File: src/rtl/nn_pkg.sv
// Shared widths and FSM state encoding for the neuron MAC engine.
package nn_pkg;
    localparam int ADDR_W = 8;
    localparam int DATA_W = 8;
    localparam int ACC_W  = 24;
    localparam int PROD_W = 2 * DATA_W;

    typedef enum logic [1:0] {
        IDLE  = 2'd0,
        FETCH = 2'd1,
        DRAIN = 2'd2,
        DONE  = 2'd3
    } state_t;
endpackage

File: src/rtl/mac_pipe.sv
// Two-stage multiply/accumulate pipeline: registered product, then accumulate.
module mac_pipe
    import nn_pkg::*;
#(
    parameter int DATA_W = nn_pkg::DATA_W,
    parameter int ACC_W  = nn_pkg::ACC_W
) (
    input  logic                     clk,
    input  logic                     rst_n,
    input  logic                     clear,
    input  logic                     load,
    input  logic signed [DATA_W-1:0] weight,
    input  logic signed [DATA_W-1:0] act,
    output logic                     prod_valid,
    output logic signed [ACC_W-1:0]  acc_sum
);
    localparam int PW = 2 * DATA_W;

    logic signed [PW-1:0]    prod_reg;
    logic                    prod_valid_reg;
    logic signed [ACC_W-1:0] acc_reg;

    // Accumulator value including any product still sitting in the multiply stage.
    assign acc_sum    = prod_valid_reg ? acc_reg + ACC_W'(prod_reg) : acc_reg;
    assign prod_valid = prod_valid_reg;

    always_ff @(posedge clk or negedge rst_n) begin
        if (!rst_n) begin
            prod_reg       <= '0;
            prod_valid_reg <= 1'b0;
            acc_reg        <= '0;
        end else if (clear) begin
            prod_reg       <= '0;
            prod_valid_reg <= 1'b0;
            acc_reg        <= '0;
        end else begin
            prod_valid_reg <= load;
            if (load) begin
                prod_reg <= PW'(weight) * PW'(act);
            end
            if (prod_valid_reg) begin
                acc_reg <= acc_sum;
            end
        end
    end
endmodule

File: src/rtl/neuron_mac_engine.sv
// Per-neuron sequencer: walks the weight ROM, pairs weights with streamed
// activations and returns the signed dot product over a valid/ready port.
module neuron_mac_engine
    import nn_pkg::*;
#(
    parameter int ADDR_W = nn_pkg::ADDR_W,
    parameter int DATA_W = nn_pkg::DATA_W,
    parameter int ACC_W  = nn_pkg::ACC_W
) (
    input  logic              clk,
    input  logic              rst_n,
    input  logic              start,
    input  logic [ADDR_W-1:0] base_addr,
    input  logic [7:0]        num_inputs,
    input  logic [DATA_W-1:0] in_data,
    input  logic              in_valid,
    output logic              in_ready,
    output logic [ADDR_W-1:0] rom_addr,
    output logic              rom_en,
    input  logic [DATA_W-1:0] rom_data,
    output logic [ACC_W-1:0]  result,
    output logic              result_valid,
    input  logic              result_ready,
    output logic              busy
);
    state_t            state_reg, state_next;
    logic [ADDR_W-1:0] base_reg;
    logic [7:0]        n_reg;
    logic [7:0]        idx_reg;
    logic [ACC_W-1:0]  result_reg;
    logic              accept;
    logic              clear;
    logic              prod_valid;
    logic signed [ACC_W-1:0] acc_sum;

    always_ff @(posedge clk or negedge rst_n) begin
        if (!rst_n) begin
            state_reg <= IDLE;
        end else begin
            state_reg <= state_next;
        end
    end

    always_comb begin
        state_next = state_reg;
        accept     = 1'b0;
        clear      = 1'b0;
        case (state_reg)
            IDLE: begin
                if (start) begin
                    clear      = 1'b1;
                    state_next = (num_inputs == 8'd0) ? DONE : FETCH;
                end
            end
            FETCH: begin
                if (in_valid) begin
                    accept = 1'b1;
                    if (idx_reg == 8'(n_reg - 8'd1)) begin
                        state_next = DRAIN;
                    end
                end
            end
            DRAIN: state_next = DONE;
            DONE: begin
                if (result_ready) begin
                    state_next = IDLE;
                end
            end
            default: state_next = IDLE;
        endcase
    end

    always_ff @(posedge clk or negedge rst_n) begin
        if (!rst_n) begin
            base_reg   <= '0;
            n_reg      <= '0;
            idx_reg    <= '0;
            result_reg <= '0;
        end else begin
            if (clear) begin
                base_reg   <= base_addr;
                n_reg      <= num_inputs;
                idx_reg    <= '0;
                result_reg <= '0;
            end
            if (accept) begin
                idx_reg <= idx_reg + 8'd1;
            end
            // The final product is still in the multiply stage here, so take the bypassed sum.
            if (state_reg == DRAIN) begin
                result_reg <= acc_sum;
            end
        end
    end

    mac_pipe #(
        .DATA_W (DATA_W),
        .ACC_W  (ACC_W)
    ) u_mac_pipe (
        .clk        (clk),
        .rst_n      (rst_n),
        .clear      (clear),
        .load       (accept),
        .weight     (rom_data),
        .act        (in_data),
        .prod_valid (prod_valid),
        .acc_sum    (acc_sum)
    );

    assign rom_en       = (state_reg == FETCH);
    assign in_ready     = (state_reg == FETCH);
    assign rom_addr     = rom_en ? ADDR_W'(base_reg + ADDR_W'(idx_reg)) : '0;
    assign result       = result_reg;
    assign result_valid = (state_reg == DONE);
    assign busy         = (state_reg != IDLE);
endmodule

File: config.mk
export PLATFORM = sky130hd
export DESIGN_NAME = neuron_mac_engine
export DESIGN_NICKNAME = d
export VERILOG_FILES = /design/src/rtl/nn_pkg.sv /design/src/rtl/mac_pipe.sv /design/src/rtl/neuron_mac_engine.sv
export SDC_FILE = /design/constraint.sdc
export NUM_CORES = 1
export LEC_CHECK = 0
export CAP_MARGIN = 10
export CORE_MARGIN = 1
export CORE_UTILIZATION = 35
export DETAILED_ROUTE_END_ITERATION = 7
export PLACE_DENSITY = 0.56
export SYNTH_ARGS = -nofsm -noshare
export SYNTH_HDL_FRONTEND = slang
export SYNTH_SLANG_ARGS = --single-unit
File: constraint.sdc
create_clock -name clk -period 3.6 [get_ports clk]
set_clock_uncertainty 0.2 [all_clocks]
set_input_delay 0.72 -clock clk [delete_from_list [all_inputs] [get_ports clk]]
set_output_delay 0.72 -clock clk [all_outputs]
set_load 0.05 [all_outputs]
==> results.tsv, run 1 <==
metric	value	unit
area of placed instances	0.00957	sq mm
Leak Pwr	4.83	nW
nature of the critical path endpoint	register	
proportion of netlist area held by the largest area contributor	28.6	%
area of combinational cells with multiple inputs	0.00546	sq mm
final hold violation count	0	
total grt overflow	0	
number of failing setup endpoints in the final timing report	10	
starting density of the core	36.1	%
share of post-route cells with drive strength above 1	18.8	%
latest clock arrival within the worst-skew pair	0.36	ns
outcome	finished with violations	
number of max-capacitance violations reported	0	
cell count after synthesis	891	
sort of element at the start of the critical path	input port	
layout filler cell count	2147	
Netlist Area Pre-Place	0.00797	sq mm
most frequently used cell type in the post-synthesis netlist	nand2_1	
share of the core filled with cells	45.8	%
flop and latch count out of synthesis	91	
post-detailed-route via-to-cell ratio	4.83	
actual slew at the worst max-slew pin	0.782	ns
clk root buf	clkbuf_16	
Critical Path AT	4.74	ns
Post-Layout Inst Area	0.0101	sq mm
synthesized area per cell	8.94	sq um
Req. time, crit path	3.69	ns
final sum of negative setup slack	-6.83	ns
worst-case clock buffer depth	2	
clock period minus worst slack	4.65	ns
number of H-tree levels	3	
number of distinct library cell variants in the gate-level netlist after synthesis	58	
Syn. warnings	0	
placed cells	1284	
IO Pins	73	
met3 routed wirelength	438	um
clock tree from TritonCTS	yes	
ys flop type	dfrtp_1	
Post-route DRC	0	
register cell area after layout	0.00228	sq mm
sequential element share of the synthesized area	28.6	%
routed wire length	18600	um
post-layout instance count excluding filler cells	1308	
antenna cells	0	
Async S/R FF share, synth	100	%
count of antenna-violating nets left after detailed routing	0	
wire length of the first global-routing pass	32700	um
top fanout value on the critical path	6	
Period Utilization, post-route	129	%
RSZ-0062 raised after global routing	true	
wl on met1	8960	um
via count	6318	
maximum number of pins on one net before global-route repair	48	
placeable core area	0.0221	sq mm
count of flip-flops with a built-in enable after synthesis	0	
routed wirelength normalized by instance count	14.2	um
violated checks	negative setup slack	
max-slew violations	0	
die height	153	um
detailed-placement wirelength estimate	14600	um
Hold/Removal Path Class	input port to asynchronous set/reset pin	
least setup slack across all paths after layout	-1.05	ns
Setup CP Type	input port to register	
clock transition at the registers of the reported paths	0.07	ns
TritonRoute pass-1 iters	5	
final net count	1183	
headroom to the max-slew limit	47.8	%
Area growth, synth to finish	27.1	%
cell type with the largest total area after synthesis	dfrtp_1	
highest attainable clock frequency	0.215	GHz
Die Footprint	0.0234	sq mm
highest ir drop seen on vdd	402	uV
routed wl met2	8880	um
vias in the first global route	6634	
total CTS buffers	9	
row count	54	
top cells by area in the synthesized netlist	dfrtp_1 (29%), fa_1 (14%), ha_1 (10%)	
floorplan die width	153	um
top metal layer carrying routed signals	met4	
PD cells	768	mW/mm^2
synth cell count leaders	nand2_1 (125), inv_1 (100), dfrtp_1 (91)	
number of antenna violations at the first check in global routing	0	
number of sinks driven by the clock tree	91	
net count of the mapped netlist	1051	
GR Util All Layers	17.3	%
count of input and output buffers	72	
gp weighted congestion	0.823	
detailed router's first-iteration violation count	298	
==> where the power goes <==
part / leakage, nW / internal, mW / switching (mW) / total [mW]
Combinational: 3.48 / 2.32 / 2.83 / 5.14
Clock: 0.145 / 0.548 / 0.437 / 0.985
Sequential: 1.20 / 1.37 / 0.272 / 1.65
Total: 4.83 / 4.24 / 3.54 / 7.77
==> layout by cell type, fill, tap and decap left out, types with 10 or more instances in the layout <==
cell	synthesis	layout
a21o_1	13	13
a21oi_1	44	33
a21oi_2	1	10
and2_1	61	51
buf_4	1	74
buf_6	0	15
clkdlybuf4s50_1	0	51
dfrtp_1	91	90
fa_1	57	54
ha_1	66	55
inv_1	100	86
inv_2	0	14
mux2i_1	19	19
nand2_1	125	123
nand3_1	19	18
nor2_1	51	51
nor2b_1	13	13
o21ai_0	39	39
xnor2_1	34	33
xor2_1	18	18
==> worst max-delay path, cell delays in order <==
cell	delay, ns
buf_6	0.11
buf_6	0.11
fa_1	0.52
inv_1	0.05
fa_1	0.52
inv_2	0.04
fa_1	0.52
inv_1	0.05
fa_1	0.49
inv_2	0.05
ha_4	0.22
a21oi_4	0.16
o21bai_1	0.11
a2111o_1	0.42
a311oi_2	0.30
xnor2_1	0.14
nand2_1	0.08
a21oi_2	0.12
==> layout make-up <==
cell class	count	share of cell area [%]
repair buffers	150	13.4
well taps	280	3.46
flip-flops and latches	91	22.5
multi-input cells	670	53.9
inverters	101	3.75
clock inverters	6	0.705
clock buffers	10	2.26
==> kinds of logic (layout without fill, tap and decap cells) <==
family / count (synthesis) / count (layout) / share of synthesized area (%)
AO/OA/AOI/OAI: 160 / 160 / 13.2
multiplexers: 22 / 22 / 2.81
buffers and inverters: 130 / 267 / 6.20
XOR/XNOR: 52 / 52 / 5.72
adder cells (fa/ha/maj): 123 / 123 / 24.7
flip-flops: 91 / 91 / 28.6
AND/OR/NAND/NOR: 313 / 313 / 18.8
==> timing repair <==
| action | in CTS | in global routing |
|---|---|---|
| gates resized for setup | 105 | 41 |
| pin swaps | 44 | 42 |
| gates cloned | 0 | 0 |
| setup buffers | 10 | 5 |
| endpoints found under the setup margin | 11 | 12 |
| hold buffers | 0 | 0 |
==> worst paths after layout <==
check,end,slack [ns],cells past startpoint,from
worst min-delay path,base_reg[6]$_DFFE_PN0P_,0.18,1,rst_n
worst min register to register,base_reg[0]$_DFFE_PN0P_,0.28,2,base_reg[0]$_DFFE_PN0P_
worst max register to register,result[22]$_DFFE_PN0P_,0.70,10,u_mac_pipe.acc_reg[0]$_DFFE_PN0P_
min in group clk,base_reg[0]$_DFFE_PN0P_,0.28,2,base_reg[0]$_DFFE_PN0P_
worst max-delay path,u_mac_pipe.prod_reg[14]$_DFFE_PN0P_,-1.05,18,in_data[7]
max in group asynchronous,result[18]$_DFFE_PN0P_,2.33,2,rst_n
==> metal layers <==
| layer | GRT usage [%] | vias to the layer above |
|---|---|---|
| li1 | - | 3216 |
| met1 | 23.0 | 3010 |
| met2 | 29.3 | 73 |
| met3 | 2.13 | 19 |
| met4 | 5.15 | 0 |
| met5 | 0 | - |
==> stage by stage <==
stage	power [mW]	worst slack (ns)	hold WS (ns)
5_1_grt	8.51	-1.24	0.228
3_5_place_dp	6.56	-2.00	0.270
4_1_cts	7.73	-1.12	0.205
3_3_place_gp	6.47	-1.86	0.271
6_report	7.77	-1.05	0.178
2_1_floorplan	5.10	-1.18	0.224
Note: power is estimated with default switching activity, not from simulation.
==> run 2: changes to the inputs <==
--- a/config.mk
+++ b/config.mk
@@ -6,10 +6,13 @@
 export NUM_CORES = 1
 export LEC_CHECK = 0
 export CAP_MARGIN = 10
+export CELL_PAD_IN_SITES_DETAIL_PLACEMENT = 1
+export CELL_PAD_IN_SITES_GLOBAL_PLACEMENT = 2
 export CORE_MARGIN = 1
 export CORE_UTILIZATION = 35
 export DETAILED_ROUTE_END_ITERATION = 7
-export PLACE_DENSITY = 0.56
+export PLACE_DENSITY = 0.81
+export SLEW_MARGIN = 20
 export SYNTH_ARGS = -nofsm -noshare
 export SYNTH_HDL_FRONTEND = slang
 export SYNTH_SLANG_ARGS = --single-unit
==> constraint.sdc (replaced) <==
create_clock -name clk -period 3.6 [get_ports clk]
set_clock_uncertainty 0.2 [all_clocks]
set_input_delay 0.72 -clock clk [delete_from_list [all_inputs] [get_ports clk]]
set_output_delay 0.72 -clock clk [all_outputs]
set_load 0.02 [all_outputs]
==> results.tsv, run 2 (synthesized netlist as in run 1, its figures left out) <==
metric	value	unit
area of combinational cells with multiple inputs	0.00555	sq mm
final net count	1184	
clock tree from TritonCTS	yes	
detailed router's first-iteration violation count	218	
number of buffers inserted for hold repair after clock tree synthesis	0	
max-slew violations	0	
antenna cells	0	
count of input and output buffers	72	
Leak Pwr	4.86	nW
Setup CP Type	input port to register	
share of post-route cells with drive strength above 1	20.1	%
count of antenna-violating nets left after detailed routing	0	
maximum number of pins on one net before global-route repair	68	
PD cells	764	mW/mm^2
Post-route DRC	0	
via count	6584	
final hold violation count	0	
Critical Path AT	4.67	ns
total grt overflow	0	
violated checks	negative setup slack	
highest attainable clock frequency	0.216	GHz
post-layout instance count excluding filler cells	1309	
clock transition at the registers of the reported paths	0.08	ns
number of H-tree levels	3	
GR Util All Layers	18.8	%
Period Utilization, post-route	129	%
number of sinks driven by the clock tree	91	
total design power	7.77	mW
number of cells on the worst reg-to-reg path	8	
detailed-placement wirelength estimate	16000	um
clock period minus worst slack	4.63	ns
starting density of the core	36.1	%
highest ir drop seen on vdd	455	uV
least setup slack across all paths after layout	-1.03	ns
most frequent standard cell in the layout excluding fill and tap cells	nand2_1	
register cell area after layout	0.00228	sq mm
headroom to the max-slew limit	39.0	%
floorplan die width	153	um
placed cells	1283	
Area growth, synth to finish	27.6	%
post-detailed-route via-to-cell ratio	5.03	
TritonRoute pass-1 iters	4	
routed wire length	20600	um
row count	54	
Req. time, crit path	3.64	ns
sort of element at the start of the critical path	input port	
final sum of negative setup slack	-6.71	ns
vias in the first global route	7121	
latest clock arrival within the worst-skew pair	0.35	ns
RSZ-0062 raised after global routing	true	
wire length of the first global-routing pass	35400	um
Hold/Removal Path Class	input port to asynchronous set/reset pin	
Die Footprint	0.0234	sq mm
number of antenna violations at the first check in global routing	0	
gp weighted congestion	0.784	
IO Pins	73	
Post-Layout Inst Area	0.0102	sq mm
layout filler cell count	2561	
number of failing setup endpoints in the final timing report	9	
nature of the critical path endpoint	register	
actual slew at the worst max-slew pin	0.915	ns
outcome	finished with violations	
area of placed instances	0.00953	sq mm
total CTS buffers	9	
die height	153	um
leading cell types in the layout, fill and taps excluded	nand2_1 (123), dfrtp_1 (91), inv_1 (83), buf_4 (78)	
top fanout value on the critical path	4	
placeable core area	0.0221	sq mm
worst-case clock buffer depth	2	
number of max-capacitance violations reported	0	
routed wirelength normalized by instance count	15.8	um
clk root buf	clkbuf_16	
-- run 2: cell count changes in the layout (fill, tap and decap cells not counted), sizes merged --
cell	change
inv	+1
buf	-3
clkdlybuf4s50	+1
clkinvlp	-1
clkbuf	+1
clkinv	+1
dlymetal6s2s	+1
-- run 2: repair_timing --
item                       CTS  global route
resized for setup          125            36
setup endpoints to repair   13            13
pin swaps                   55            19
buffers inserted             8             3
-- run 2: final timing paths --
kind / start / to / slack (ns)
setup / recovery: rom_data[4] / u_mac_pipe.prod_reg[15]$_DFFE_PN0P_ / -1.03
hold / removal: rst_n / base_reg[5]$_DFFE_PN0P_ / 0.28
setup reg to reg: u_mac_pipe.prod_reg[15]$_DFFE_PN0P_ / u_mac_pipe.acc_reg[23]$_DFFE_PN0P_ / 0.60
hold reg to reg: base_reg[2]$_DFFE_PN0P_ / base_reg[2]$_DFFE_PN0P_ / 0.28
max in group asynchronous: rst_n / u_mac_pipe.acc_reg[4]$_DFFE_PN0P_ / 2.16
min in group clk: base_reg[2]$_DFFE_PN0P_ / base_reg[2]$_DFFE_PN0P_ / 0.28
-- run 2: per-layer routing --
layer	wire, um	track usage [%]	vias to the layer above	part of all wire [%]
li1	-	-	3213	-
met1	9820	24.8	3288	48
met2	10300	33.1	72	50
met3	431	2.18	11	2.1
met4	117	3.56	0	0.57
met5	0	0	-	0
-- run 2: layout make-up --
type                    instances  share of cell area, %
clock inverters                 7                  0.800
flip-flops and latches         91                   22.4
inverters                     101                   3.73
clock buffers                   9                   2.21
well taps                     280                   3.45
multi-input cells             670                   54.6
repair buffers                151                   12.8
-- run 2: per-stage QoR --
step                      setup slack [ns]  util, %  hold slack, ns
after floorplan                      -1.18        -           0.224
after global placement               -1.83     43.2           0.265
after detailed placement             -1.91     43.2           0.275
after CTS                            -1.10     45.5           0.291
after global routing                 -1.15     46.0           0.323
final                                -1.03     46.0           0.282
-- run 2: power by group --
part           leakage [nW]  internal, mW  switching [mW]
clock                 0.153         0.552           0.459
sequential             1.21          1.37           0.279
combinational          3.50          2.41            2.70
-- run 2: worst max-delay path, stage by stage --
cell,delay (ns)
buf_8,0.10
and2_4,0.15
fa_1,0.55
inv_2,0.04
fa_1,0.53
inv_1,0.05
fa_1,0.49
inv_2,0.04
fa_1,0.51
inv_2,0.04
ha_4,0.22
buf_6,0.12
a2111oi_4,0.32
nor3_2,0.10
o31a_1,0.25
o21ai_2,0.15
nand4_1,0.10
nor3b_2,0.17
==> run 3: changes to the inputs <==
--- a/config.mk
+++ b/config.mk
@@ -11,6 +11,7 @@
 export CORE_MARGIN = 1
 export CORE_UTILIZATION = 35
 export DETAILED_ROUTE_END_ITERATION = 7
+export GPL_TIMING_DRIVEN = 0
 export PLACE_DENSITY = 0.81
 export SLEW_MARGIN = 20
 export SYNTH_ARGS = -nofsm -noshare
==> results.tsv, run 3 (synthesized netlist as in run 1, its figures left out) <==
metric	value	unit
cell type with the highest occurrence count on the critical path	fa_1	
least setup slack across all paths after layout	-1.18	ns
GR Util All Layers	19.5	%
number of max-capacitance violations reported	0	
worst-case clock buffer depth	2	
number of antenna violations at the first check in global routing	0	
Area growth, synth to finish	23.6	%
Die Footprint	0.0234	sq mm
gp weighted congestion	0.793	
final hold violation count	0	
leading cell types in the layout, fill and taps excluded	nand2_1 (121), inv_1 (89), dfrtp_1 (89), ha_1 (60)	
cell family with most CP delay	adder cells	
count of input and output buffers	72	
number of sinks driven by the clock tree	91	
routed wirelength normalized by instance count	16.6	um
outcome	finished with violations	
antenna cells	0	
routed wire length	21400	um
TritonRoute pass-1 iters	4	
final net count	1163	
starting density of the core	36.1	%
headroom to the max-slew limit	42.6	%
Post-Route Hold Slack	0.0370	ns
Post-Layout Inst Area	0.00985	sq mm
PD cells	760	mW/mm^2
floorplan die width	153	um
number of buffers inserted for hold repair after clock tree synthesis	0	
total grt overflow	0	
vias in the first global route	6992	
Req. time, crit path	3.67	ns
sort of element at the start of the critical path	input port	
RSZ-0062 raised after global routing	true	
nature of the critical path endpoint	register	
longest individual stage delay on the worst path	0.55	ns
post-layout instance count excluding filler cells	1287	
Critical Path AT	4.86	ns
total design power	7.48	mW
die height	153	um
violated checks	negative setup slack	
count of antenna-violating nets left after detailed routing	0	
placed cells	1244	
Setup CP Type	input port to register	
post-placement setup slack	-2.12	ns
Hold/Removal Path Class	input port to asynchronous set/reset pin	
clock transition at the registers of the reported paths	0.07	ns
Crit. Startpoint	in_data[7]	
clock period minus worst slack	4.78	ns
max-slew violations	0	
wire length of the first global-routing pass	36400	um
IO Pins	73	
detailed router's first-iteration violation count	245	
share of the core filled with cells	44.6	%
clk root buf	clkbuf_16	
final sum of negative setup slack	-7.78	ns
via count	6489	
placeable core area	0.0221	sq mm
highest attainable clock frequency	0.209	GHz
post-detailed-route via-to-cell ratio	5.04	
clock tree from TritonCTS	yes	
worst path bufs/invs	3	
cell chain of the critical path	clkbuf_4 -> nor2b_2 -> fa_1 -> fa_1 -> fa_1 -> inv_1 -> fa_1 -> inv_1 -> ha_1 -> a2111o_1 -> a311oi_2 -> xnor2_1 -> nand2_1 -> a21oi_2	
total CTS buffers	9	
latest clock arrival within the worst-skew pair	0.35	ns
number of H-tree levels	3	
actual slew at the worst max-slew pin	0.861	ns
highest ir drop seen on vdd	432	uV
top fanout value on the critical path	9	
number of failing setup endpoints in the final timing report	9	
Leak Pwr	4.66	nW
crit path max-delay cell type	fa_1	
layout filler cell count	2569	
Post-route DRC	0	
most frequent standard cell in the layout excluding fill and tap cells	nand2_1	
area of placed instances	0.00916	sq mm
maximum number of pins on one net before global-route repair	65	
share of post-route cells with drive strength above 1	13.7	%
launch instance of the worst register-to-register path	u_mac_pipe.acc_reg[0]$_DFFE_PN0P_	
Period Utilization, post-route	133	%
row count	54	
detailed-placement wirelength estimate	16500	um
run 3: cell count changes in the layout (fill, tap and decap cells not counted), moves of 4 or more:
cell      previous run  this run
buf_4               78        25
clkbuf_1             0        21
ha_1                53        60
ha_4                11         5
inv_1               83        89
inv_2               17        11
buf_1                0         5
and2_1              51        55
buf_2                6         2
buf_6               10        14
run 3: final timing paths:
check	to	slack, ns	depth (start not counted)
setup reg to reg	result[12]$_DFFE_PN0P_	0.57	10
min in group clk	base_reg[2]$_DFFE_PN0P_	0.29	2
setup / recovery	u_mac_pipe.prod_reg[14]$_DFFE_PN0P_	-1.18	14
max in group asynchronous	u_mac_pipe.prod_reg[12]$_DFFE_PN0P_	2.53	2
hold / removal	base_reg[4]$_DFFE_PN0P_	0.04	1
hold reg to reg	base_reg[2]$_DFFE_PN0P_	0.29	2
run 3: timing repair:
action	in CTS	in global routing
setup endpoints to repair	14	14
setup buffers	14	14
resized for setup	125	37
pin swaps	24	35
run 3: cell type report:
type                    count  area [sq um]  area share (%)
clock buffers               9           225            2.29
inverters                 101           379            3.85
repair buffers            101          1010            10.3
multi-input cells         670          5410            54.9
well taps                 280           350            3.56
flip-flops and latches     91          2280            23.2
plain buffers              29           115            1.17
clock inverters             6          72.6           0.737
run 3: power breakdown:
group,switching [mW],internal [mW],total [mW]
clock network,0.439,0.546,0.986
logic,2.62,2.20,4.81
registers,0.310,1.38,1.69
run 3: routing by layer:
metal / vias up / share of wire, % / track usage, %
met4: 0 / 1.1 / 4.62
li1: 3172 / - / -
met3: 14 / 2.0 / 2.24
met2: 76 / 48 / 32.7
met5: - / 0 / 0
met1: 3227 / 49 / 26.7
